### src/rtl/fetch_predict.sv
// Instruction fetch stage: owns the PC, drives the instruction-memory handshake,
// predicts branches with a direct-mapped BTB/BHT and feeds one slot per cycle to IF/ID.
module fetch_predict #(
    parameter logic [31:0] RESET_PC = 32'hBFC00000,
    parameter int          BHT_BITS = 6
) (
    input  logic        CLK,
    input  logic        RESET,
    input  logic        STALL,
    input  logic        REDIRECT,
    input  logic [31:0] REDIRECT_PC,
    output logic        IM_REQ,
    output logic [31:0] IM_ADDR,
    input  logic        IM_VALID,
    input  logic [31:0] IM_DATA,
    input  logic        BP_UPDATE,
    input  logic [31:0] BP_UPDATE_PC,
    input  logic        BP_TAKEN,
    input  logic [31:0] BP_TARGET,
    output logic [31:0] Instr1_OUT,
    output logic [31:0] Instr_PC_OUT,
    output logic [31:0] Instr_PC_Plus4,
    output logic        Branch_prediction_OUT,
    output logic [31:0] Pred_Target_OUT
);
    localparam int ENTRIES = 1 << BHT_BITS;
    localparam int TAG_W   = 30 - BHT_BITS;

    // Memory handshake: IM_REQ/IM_ADDR are held until IM_VALID pulses for that
    // address, or until a redirect abandons the request.
    typedef enum logic {FETCH = 1'b0, HOLD = 1'b1} state_t;

    typedef struct packed {
        logic [31:0] instr;
        logic [31:0] pc;
        logic [31:0] pc4;
        logic        pred;
        logic [31:0] tgt;
    } slot_t;

    state_t      state_q, state_d;
    logic [31:0] pc_q, pc_d;
    slot_t       slot_q, slot_d;
    slot_t       buf_q, buf_d;
    logic        buf_valid_q, buf_valid_d;

    logic [ENTRIES-1:0] valid_q, valid_d;
    logic [1:0]         ctr_q    [ENTRIES];
    logic [1:0]         ctr_d    [ENTRIES];
    logic [TAG_W-1:0]   tag_q    [ENTRIES];
    logic [TAG_W-1:0]   tag_d    [ENTRIES];
    logic [31:0]        target_q [ENTRIES];
    logic [31:0]        target_d [ENTRIES];

    logic [BHT_BITS-1:0] lk_idx, up_idx;
    logic [TAG_W-1:0]    up_tag;
    logic                lk_hit, lk_pred, up_hit;
    logic [31:0]         pc_plus4, next_pc;
    slot_t               fetched;
    logic                unused_bits;

    assign unused_bits = ^BP_UPDATE_PC[1:0];

    // Lookup reads only the registered tables, so a same-cycle update is not visible.
    always_comb begin
        lk_idx   = pc_q[BHT_BITS+1:2];
        lk_hit   = valid_q[lk_idx] && (tag_q[lk_idx] == pc_q[31:BHT_BITS+2]);
        lk_pred  = lk_hit && ctr_q[lk_idx][1];
        pc_plus4 = pc_q + 32'd4;
        next_pc  = lk_pred ? target_q[lk_idx] : pc_plus4;
        fetched.instr = IM_DATA;
        fetched.pc    = pc_q;
        fetched.pc4   = pc_plus4;
        fetched.pred  = lk_pred;
        fetched.tgt   = lk_pred ? target_q[lk_idx] : 32'd0;
    end

    always_comb begin
        valid_d  = valid_q;
        ctr_d    = ctr_q;
        tag_d    = tag_q;
        target_d = target_q;
        up_idx   = BP_UPDATE_PC[BHT_BITS+1:2];
        up_tag   = BP_UPDATE_PC[31:BHT_BITS+2];
        up_hit   = valid_q[up_idx] && (tag_q[up_idx] == up_tag);
        if (BP_UPDATE) begin
            if (up_hit) begin
                if (BP_TAKEN) begin
                    if (ctr_q[up_idx] != 2'b11) ctr_d[up_idx] = ctr_q[up_idx] + 2'b01;
                    target_d[up_idx] = BP_TARGET;
                end else if (ctr_q[up_idx] != 2'b00) begin
                    ctr_d[up_idx] = ctr_q[up_idx] - 2'b01;
                end
            end else if (BP_TAKEN) begin
                valid_d[up_idx]  = 1'b1;
                tag_d[up_idx]    = up_tag;
                target_d[up_idx] = BP_TARGET;
                ctr_d[up_idx]    = 2'b10;
            end
        end
    end

    always_comb begin
        state_d     = state_q;
        pc_d        = pc_q;
        slot_d      = slot_q;
        buf_d       = buf_q;
        buf_valid_d = buf_valid_q;
        if (REDIRECT) begin
            slot_d      = '0;
            buf_valid_d = 1'b0;
            pc_d        = REDIRECT_PC;
            state_d     = FETCH;
        end else begin
            case (state_q)
                FETCH: begin
                    if (IM_VALID) begin
                        pc_d = next_pc;
                        if (STALL) begin
                            buf_d       = fetched;
                            buf_valid_d = 1'b1;
                            state_d     = HOLD;
                        end else begin
                            slot_d = fetched;
                        end
                    end else if (!STALL) begin
                        slot_d = '0;
                    end
                end
                HOLD: begin
                    if (!STALL) begin
                        slot_d      = buf_valid_q ? buf_q : '0;
                        buf_valid_d = 1'b0;
                        state_d     = FETCH;
                    end
                end
                default: state_d = FETCH;
            endcase
        end
    end

    always_ff @(posedge CLK or negedge RESET) begin
        if (!RESET) begin
            state_q     <= FETCH;
            pc_q        <= RESET_PC;
            slot_q      <= '0;
            buf_q       <= '0;
            buf_valid_q <= 1'b0;
            valid_q     <= '0;
            for (int i = 0; i < ENTRIES; i++) ctr_q[i] <= 2'b01;
        end else begin
            state_q     <= state_d;
            pc_q        <= pc_d;
            slot_q      <= slot_d;
            buf_q       <= buf_d;
            buf_valid_q <= buf_valid_d;
            valid_q     <= valid_d;
            ctr_q       <= ctr_d;
        end
    end

    // Tags and targets are qualified by the valid bits, so they need no reset.
    always_ff @(posedge CLK) begin
        tag_q    <= tag_d;
        target_q <= target_d;
    end

    assign IM_REQ                = (state_q == FETCH);
    assign IM_ADDR               = pc_q;
    assign Instr1_OUT            = slot_q.instr;
    assign Instr_PC_OUT          = slot_q.pc;
    assign Instr_PC_Plus4        = slot_q.pc4;
    assign Branch_prediction_OUT = slot_q.pred;
    assign Pred_Target_OUT       = slot_q.tgt;
endmodule

### config.mk
export PLATFORM = sky130hd
export DESIGN_NAME = fetch_predict
export DESIGN_NICKNAME = d
export VERILOG_FILES = /design/src/rtl/fetch_predict.sv
export SDC_FILE = /design/constraint.sdc
export NUM_CORES = 2
export LEC_CHECK = 0
export CORE_MARGIN = 2
export CORE_UTILIZATION = 59
export CTS_BUF_LIST = sky130_fd_sc_hd__clkbuf_8
export DETAILED_ROUTE_END_ITERATION = 10
export PLACE_DENSITY_LB_ADDON = 0.15
export SETUP_SLACK_MARGIN = 0.2
export SKIP_LAST_GASP = 1
export SYNTH_ARGS = -nofsm -noshare
export SYNTH_HDL_FRONTEND = slang
export SYNTH_SLANG_ARGS = --single-unit
### constraint.sdc
create_clock -name CLK -period 4.4 [get_ports CLK]
set_input_delay 1.1 -clock CLK [delete_from_list [all_inputs] [get_ports CLK]]
set_output_delay 1.1 -clock CLK [all_outputs]
set_load 0.005 [all_outputs]
### Word level (Yosys, flattened, before mapping)

Index checks and enable logic that the tools add are counted.

| storage, ports and cells | value |
|---|---|
| register bits after elaboration | 4068 |
| input port bits | 135 |
| output and inout bits | 162 |
| logic and storage cells | 306 |

| operators by class | value |
|---|---|
| $add $sub $neg | 3 |
| $lt $le $gt $ge | 6 |
| eq/ne operators | 9 |
| mux-type cells | 57 |
| bitwise gates (word level) | 9 |
| reduce and logical (&&, ||, !) cells | 16 |

Operators with widths:

| operator | number |
|---|---|
| $bwmux 2048 | 1 |
| $bwmux 1536 | 1 |
| $mux 129 | 6 |
| $mux 128 | 5 |
| $bmux 24 s6 | 2 |
| $pmux 129 s2 | 1 |
| $bwmux 128 | 2 |
| $mux 32 | 8 |
| $bmux 32 s6 | 1 |
| $demux 32 s6 | 1 |
| $demux 24 s6 | 1 |
| $or 64x64->64 | 2 |
| $mux 24 | 5 |
| $and 64x64->64 | 1 |
| $not 64->64 | 1 |
| $eq 24x24->1 | 2 |
| $add 32x3->32 const B | 1 |
| $bmux 2 s6 | 2 |
| $ge 7x7->1 const B | 2 |
| $lt 6x7->1 const B | 2 |
| $not 6->7 | 2 |
| $bmux 1 s6 | 2 |
| $demux 2 s6 | 1 |
| $mux 1 | 10 |
| 16 further kinds | 38 |

### Depth between registers and ports, before layout

| depth | value |
|---|---|
| depth in word-level cells | 12 |
| mapped depth | 23 |
| mapped depth without buffers | 15 |

### Least setup slack after synthesis

Ideal clock, no wire load.

| path | value |
|---|---|
| kind | in2reg |
| from | input BP_UPDATE_PC[4] |
| to | register tag_q[1000] in the netlist's numbering, enable pin |
| library setup time | 405 ps |
| arrival | 5228 ps |
| required time | 3995 ps |
| path slack | -1233 ps |
| stages on the path | 19 |
| buffers on the path | 8 |
| cells stage by stage | buf_2 -> buf_6 -> buf_6 -> buf_2 -> buf_2 -> buf_1 -> mux4_2 -> nand3_1 -> o21ai_0 -> nor4_1 -> nand4_1 -> xor2_1 -> nor4_1 -> and3b_1 -> a21oi_1 -> clkbuf_1 -> nand2_1 -> clkbuf_1 -> nor2_1 |

| on the way | value |
|---|---|
| word-level cells in the longest chain between the ends | 8 |
| elaborated cells on any way between the ends | 10 |
| those cells by class | eq/ne (1); mux (5); bitwise (2); reduce/logical (2) |

Ends and longest elaborated chain:

| what | line | RTL |
|---|---|---|
| from (decl) | 17 | `input logic [31:0] BP_UPDATE_PC,` |
| $not 6->7 (not written as such) | 85 | `up_hit = valid_q[up_idx] && (tag_q[up_idx] == up_tag);` |
| $bmux 24 s6 | 85 |  |
| $mux 24 (not written as such) (2 in series) | 85 |  |
| $eq 24x24->1 | 85 |  |
| $logic_and 1x1->1 (*) | 85 |  |
| $not 1->1 (no line) (*) | -- |  |
| $reduce_and 3->1 (no line) (*) | -- |  |
| to (signal assigned) | 164 | `tag_q <= tag_d;` |
| to (decl) | 50 | `logic [TAG_W-1:0] tag_q [ENTRIES];` |

Mark *: on every way between the ends. The rest lies on a longest branch, timed or not. The select of a mux whose other input is x is not followed.
A chain may end at the register's enable or synchronous reset.

### Final worst setup path

| path | value |
|---|---|
| from | register tag_q[985] in the netlist's numbering |
| to | register ctr_q[107] in the netlist's numbering |

| on the way | value |
|---|---|
| word-level cells in the longest chain between the ends | 7 |
| elaborated cells on any way between the ends | 9 |
| those cells by class | eq/ne (2); mux (4); reduce/logical (3) |

Ends and longest elaborated chain:

| what | line | RTL |
|---|---|---|
| $bmux 24 s6 (*) | 85 |  |
| $mux 24 (not written as such) (*) (2 in series) | 85 |  |
| $eq 24x24->1 (*) | 85 |  |
| $logic_and 1x1->1 (*) | 85 |  |
| $ne 3x2->1 (no line) / $reduce_bool 2->1 (equally long branches) | -- |  |
| $reduce_and 4->1 (no line) | -- |  |
| to (signal assigned) | 158 | `ctr_q <= ctr_d;` |
| to (decl) | 48 | `logic [1:0] ctr_q [ENTRIES];` |

Marked as above.

==> flow_summary.ini <==
[cts]
h-tree-depth = 6
numCtsBuffers = 647
clock_latency_ns = 1.30
clockRootBuffer = clkbuf_8
cts.sinks = 4064
cts_tree = built
clock_path_buffers = 4
path_clk_slew_ns = 0.06

[worst_setup_path]
cp-start-kind = flip-flop
rrSetupSlack_ns = -0.83
cp_max_fo = 27
cp_slowest_cell = a222oi_1
critPathTopFamily = compound AO/OA/AOI/OAI gates
path_buf_inv = 3
cp.required_ns = 5.56
crit_chain = mux2_4, a221o_1, a222oi_1, buf_4, nor2_2, or4_4, or3_4, a2111oi_4, and3_4, buf_6, and4_4, bufbuf_16, o211ai_1, mux2_1
worstSetupPathType = flip-flop to flip-flop
cp-end-kind = flip-flop
r2r-start = tag_q[985]$_DFFE_PP_
r2r-end = ctr_q[107]$_DFFE_PN0P_
critPathArrivalTime_ns = 6.39
slowest_delay_ns = 0.82
r2r.worst_path.cells = 14

[finish]
drive_gt1_share_pct = 37.2
layout.cells.non_filler = 16132
syn_to_final_growth_pct = 21.7
fillers = 17601
finish.utilization_pct = 72.0
final_nets = 11798

[synth]
synth_flop_cell = edfxtp_1
synth_top_area_share_pct = 62.0
synth_nets = 9843
avgSynthCellArea_um2 = 17.9
ys_seq_elements = 4064
syn_inst = 9705
synth_most_common_cell = edfxtp_1
netlist_top_cells_area = edfxtp_1, mux4_2, dfrtp_1, a22oi_1, mux2i_1
yosysWarningCount = 0
synth_sequential_area_ratio_pct = 69.0
synth_area_um2 = 174000
synth_edf_count = 3584
synth_commonest_cells = edfxtp_1, mux4_2, nor2_1
synthArstFlopShare_pct = 11.8
yosysTopAreaCell = edfxtp_1
synth.distinct_cells = 96

[place]
numPlacedInstances = 14794
dp_hpwl_mm = 481
gp_congestion = 1.09
port_buffers = 294

[sta]
period_share_pct = 119
max_freq_ghz = 0.191
worst_pin_slew_ns = 1.48
slew_headroom_pct = 1.22
finalCriticalPeriod_ns = 5.23
rsz0062_at_grt = true
hold_viol = 0
finalSetupViolCount = 1827
finClkSkew_ns = 0.106
slew_viol_final = 0
final.setup.worst_slack_ns = -0.827

[routing]
first_iter_violations = 23218
ant_nets = 0
routed_wl_mm = 726
drc = 0
vias_per_cell = 7.46
drt_first_pass_iters = 9
num_vias = 120360
wire_per_inst_um = 45.0

[worst_hold_path]
hold-path-endpoint = Instr_PC_OUT[2]$_DFFE_PN0P_
whs_path_depth = 2
hold_path.class = input port to flip-flop
min_from = REDIRECT

[floorplan]
die_h_um = 546
coreArea_um2 = 293000
std_cell_rows = 199
dieArea_um2 = 299000
start_util_pct = 59.2
boundaryPins = 297
die-width_um = 546

[power]
finalPower_w = 0.0907
p_leak_nw = 73.2
peakVddDrop_v = 0.000417
power_density_nw_per_um2 = 429

[grt]
first_global_vias = 114595
grt_max_degree = 146
grt_pass1_wl_mm = 959
overflow = 0
antenna_found_initial = 59
globalRouteTotalUtil_pct = 47.3

[job]
drv_cap = 0

[run_status]
violations = setup timing
status = finished with violations
state kept, by name (all words and copies together), names as in the netlist:
| register | cells |
|---|---|
| Branch_prediction_OUT | 1 |
| IM_ADDR | 32 |
| Instr1_OUT | 32 |
| Instr_PC_OUT | 32 |
| Instr_PC_Plus4 | 30 |
| Pred_Target_OUT | 32 |
| buf_q | 127 |
| buf_valid_q | 1 |
| ctr_q | 128 |
| state_q | 1 |
| tag_q | 1536 |
| target_q | 2048 |
| valid_q | 64 |
worst reg2reg max path, cell delays in order (launching register included):
cell       delay, ns
edfxtp_1        0.42
mux2_4          0.30
a221o_1         0.34
a222oi_1        0.83
buf_4           0.24
nor2_2          0.04
or4_4           0.47
or3_4           0.39
a2111oi_4       0.44
and3_4          0.28
buf_6           0.14
and4_4          0.36
bufbuf_16       0.38
o211ai_1        0.16
mux2_1          0.35
cells in the final DEF, fill, tap and decap left out, types with 42 or more instances in the layout:
cell	synthesis	routed
mux2i_1	272	263
buf_4	82	1339
inv_1	28	219
o22ai_1	102	100
mux2_2	220	213
clkinv_2	0	91
o21ai_2	0	59
o21ai_0	175	126
mux4_2	1101	1101
dfstp_2	73	73
o211ai_1	70	70
nand3_1	91	90
nand3b_1	50	50
edfxtp_1	3584	3584
buf_12	0	382
mux2_1	83	81
buf_2	154	57
nor2_4	0	119
clkbuf_8	0	665
clkinv_1	0	132
nand2_1	374	359
clkdlybuf4s50_1	0	231
a221o_1	51	51
a22oi_1	388	386
a31oi_1	51	42
dfrtp_1	407	401
a221oi_1	195	189
a21oi_1	231	225
nor2_1	545	430
per-stage QoR:
stage	TNS [ns]	cell area (um2)	hold WS (ns)	setup WS, ns
2_1_floorplan	-712.22	174000	0.449	-0.321
3_3_place_gp	-3354.72	196000	0.462	-2.16
3_5_place_dp	-3286.98	196000	0.473	-2.15
4_1_cts	-736.81	209000	0.197	-0.659
5_1_grt	-773.28	211000	0.261	-0.690
6_report	-1025.02	211000	0.222	-0.827
cells by family after synthesis:
| logic type | synth area share [%] |
|---|---|
| AOI/OAI and AO/OA | 6.65 |
| xor gates and xnor gates | 0.343 |
| adders and majority gates | 0.0216 |
| buffers and inverters | 2.25 |
| DFF | 69.0 |
| muxes | 17.8 |
| and+or+nand+nor | 3.95 |
layer usage:
metal | wire [um] | track usage, % | part of all wire [%]
met5 | 391 | 0 | 0.054
met4 | 60800 | 30.0 | 8.4
met3 | 105000 | 14.9 | 14
met2 | 320000 | 69.2 | 44
met1 | 240000 | 61.9 | 33
cell type report:
type	count	area, um2	area share (%)
Tap cell	3919	4900	2.32
Sequential cell	4064	120000	56.7
Clock inverter	499	3190	1.51
Clock buffer	665	9150	4.33
Antenna cell	38	95.1	0.0450
Timing Repair Buffer	2092	21800	10.3
Inverter	32	155	0.0734
Multi-Input combinational cell	4823	52300	24.8
timing repair:
action / 4_1_cts / 5_1_grt
setup endpoints to repair: 1829 / 1829
pin swaps: 31 / 93
buffers inserted: 26 / 70
hold endpoints to repair: 62 / 0
gates cloned: 21 / 17
hold buffers: 2 / 0
gates resized for setup: 64 / 304
power by group:
group,switching [W],internal [W]
logic,0.00922,0.00651
clock network,0.0163,0.0156
registers,0.000522,0.0426
total,0.0260,0.0647
worst max path at each step:
stage,to,from,slack (ns),cells past startpoint
global placement,tag_q[1089]$_DFFE_PP_,BP_UPDATE_PC[3],-2.16,17
global route,ctr_q[45]$_DFFE_PN0P_,tag_q[1033]$_DFFE_PP_,-0.69,14
floorplan,tag_q[1056]$_DFFE_PP_,BP_UPDATE_PC[4],-0.32,18
detailed placement,tag_q[1089]$_DFFE_PP_,BP_UPDATE_PC[3],-2.15,17
finish,ctr_q[107]$_DFFE_PN0P_,tag_q[985]$_DFFE_PP_,-0.83,14
CTS,IM_ADDR[2]$_DFFE_PN0P_,IM_ADDR[4]$_DFFE_PN0P_,-0.66,15
(Power assumes the default switching activity.)
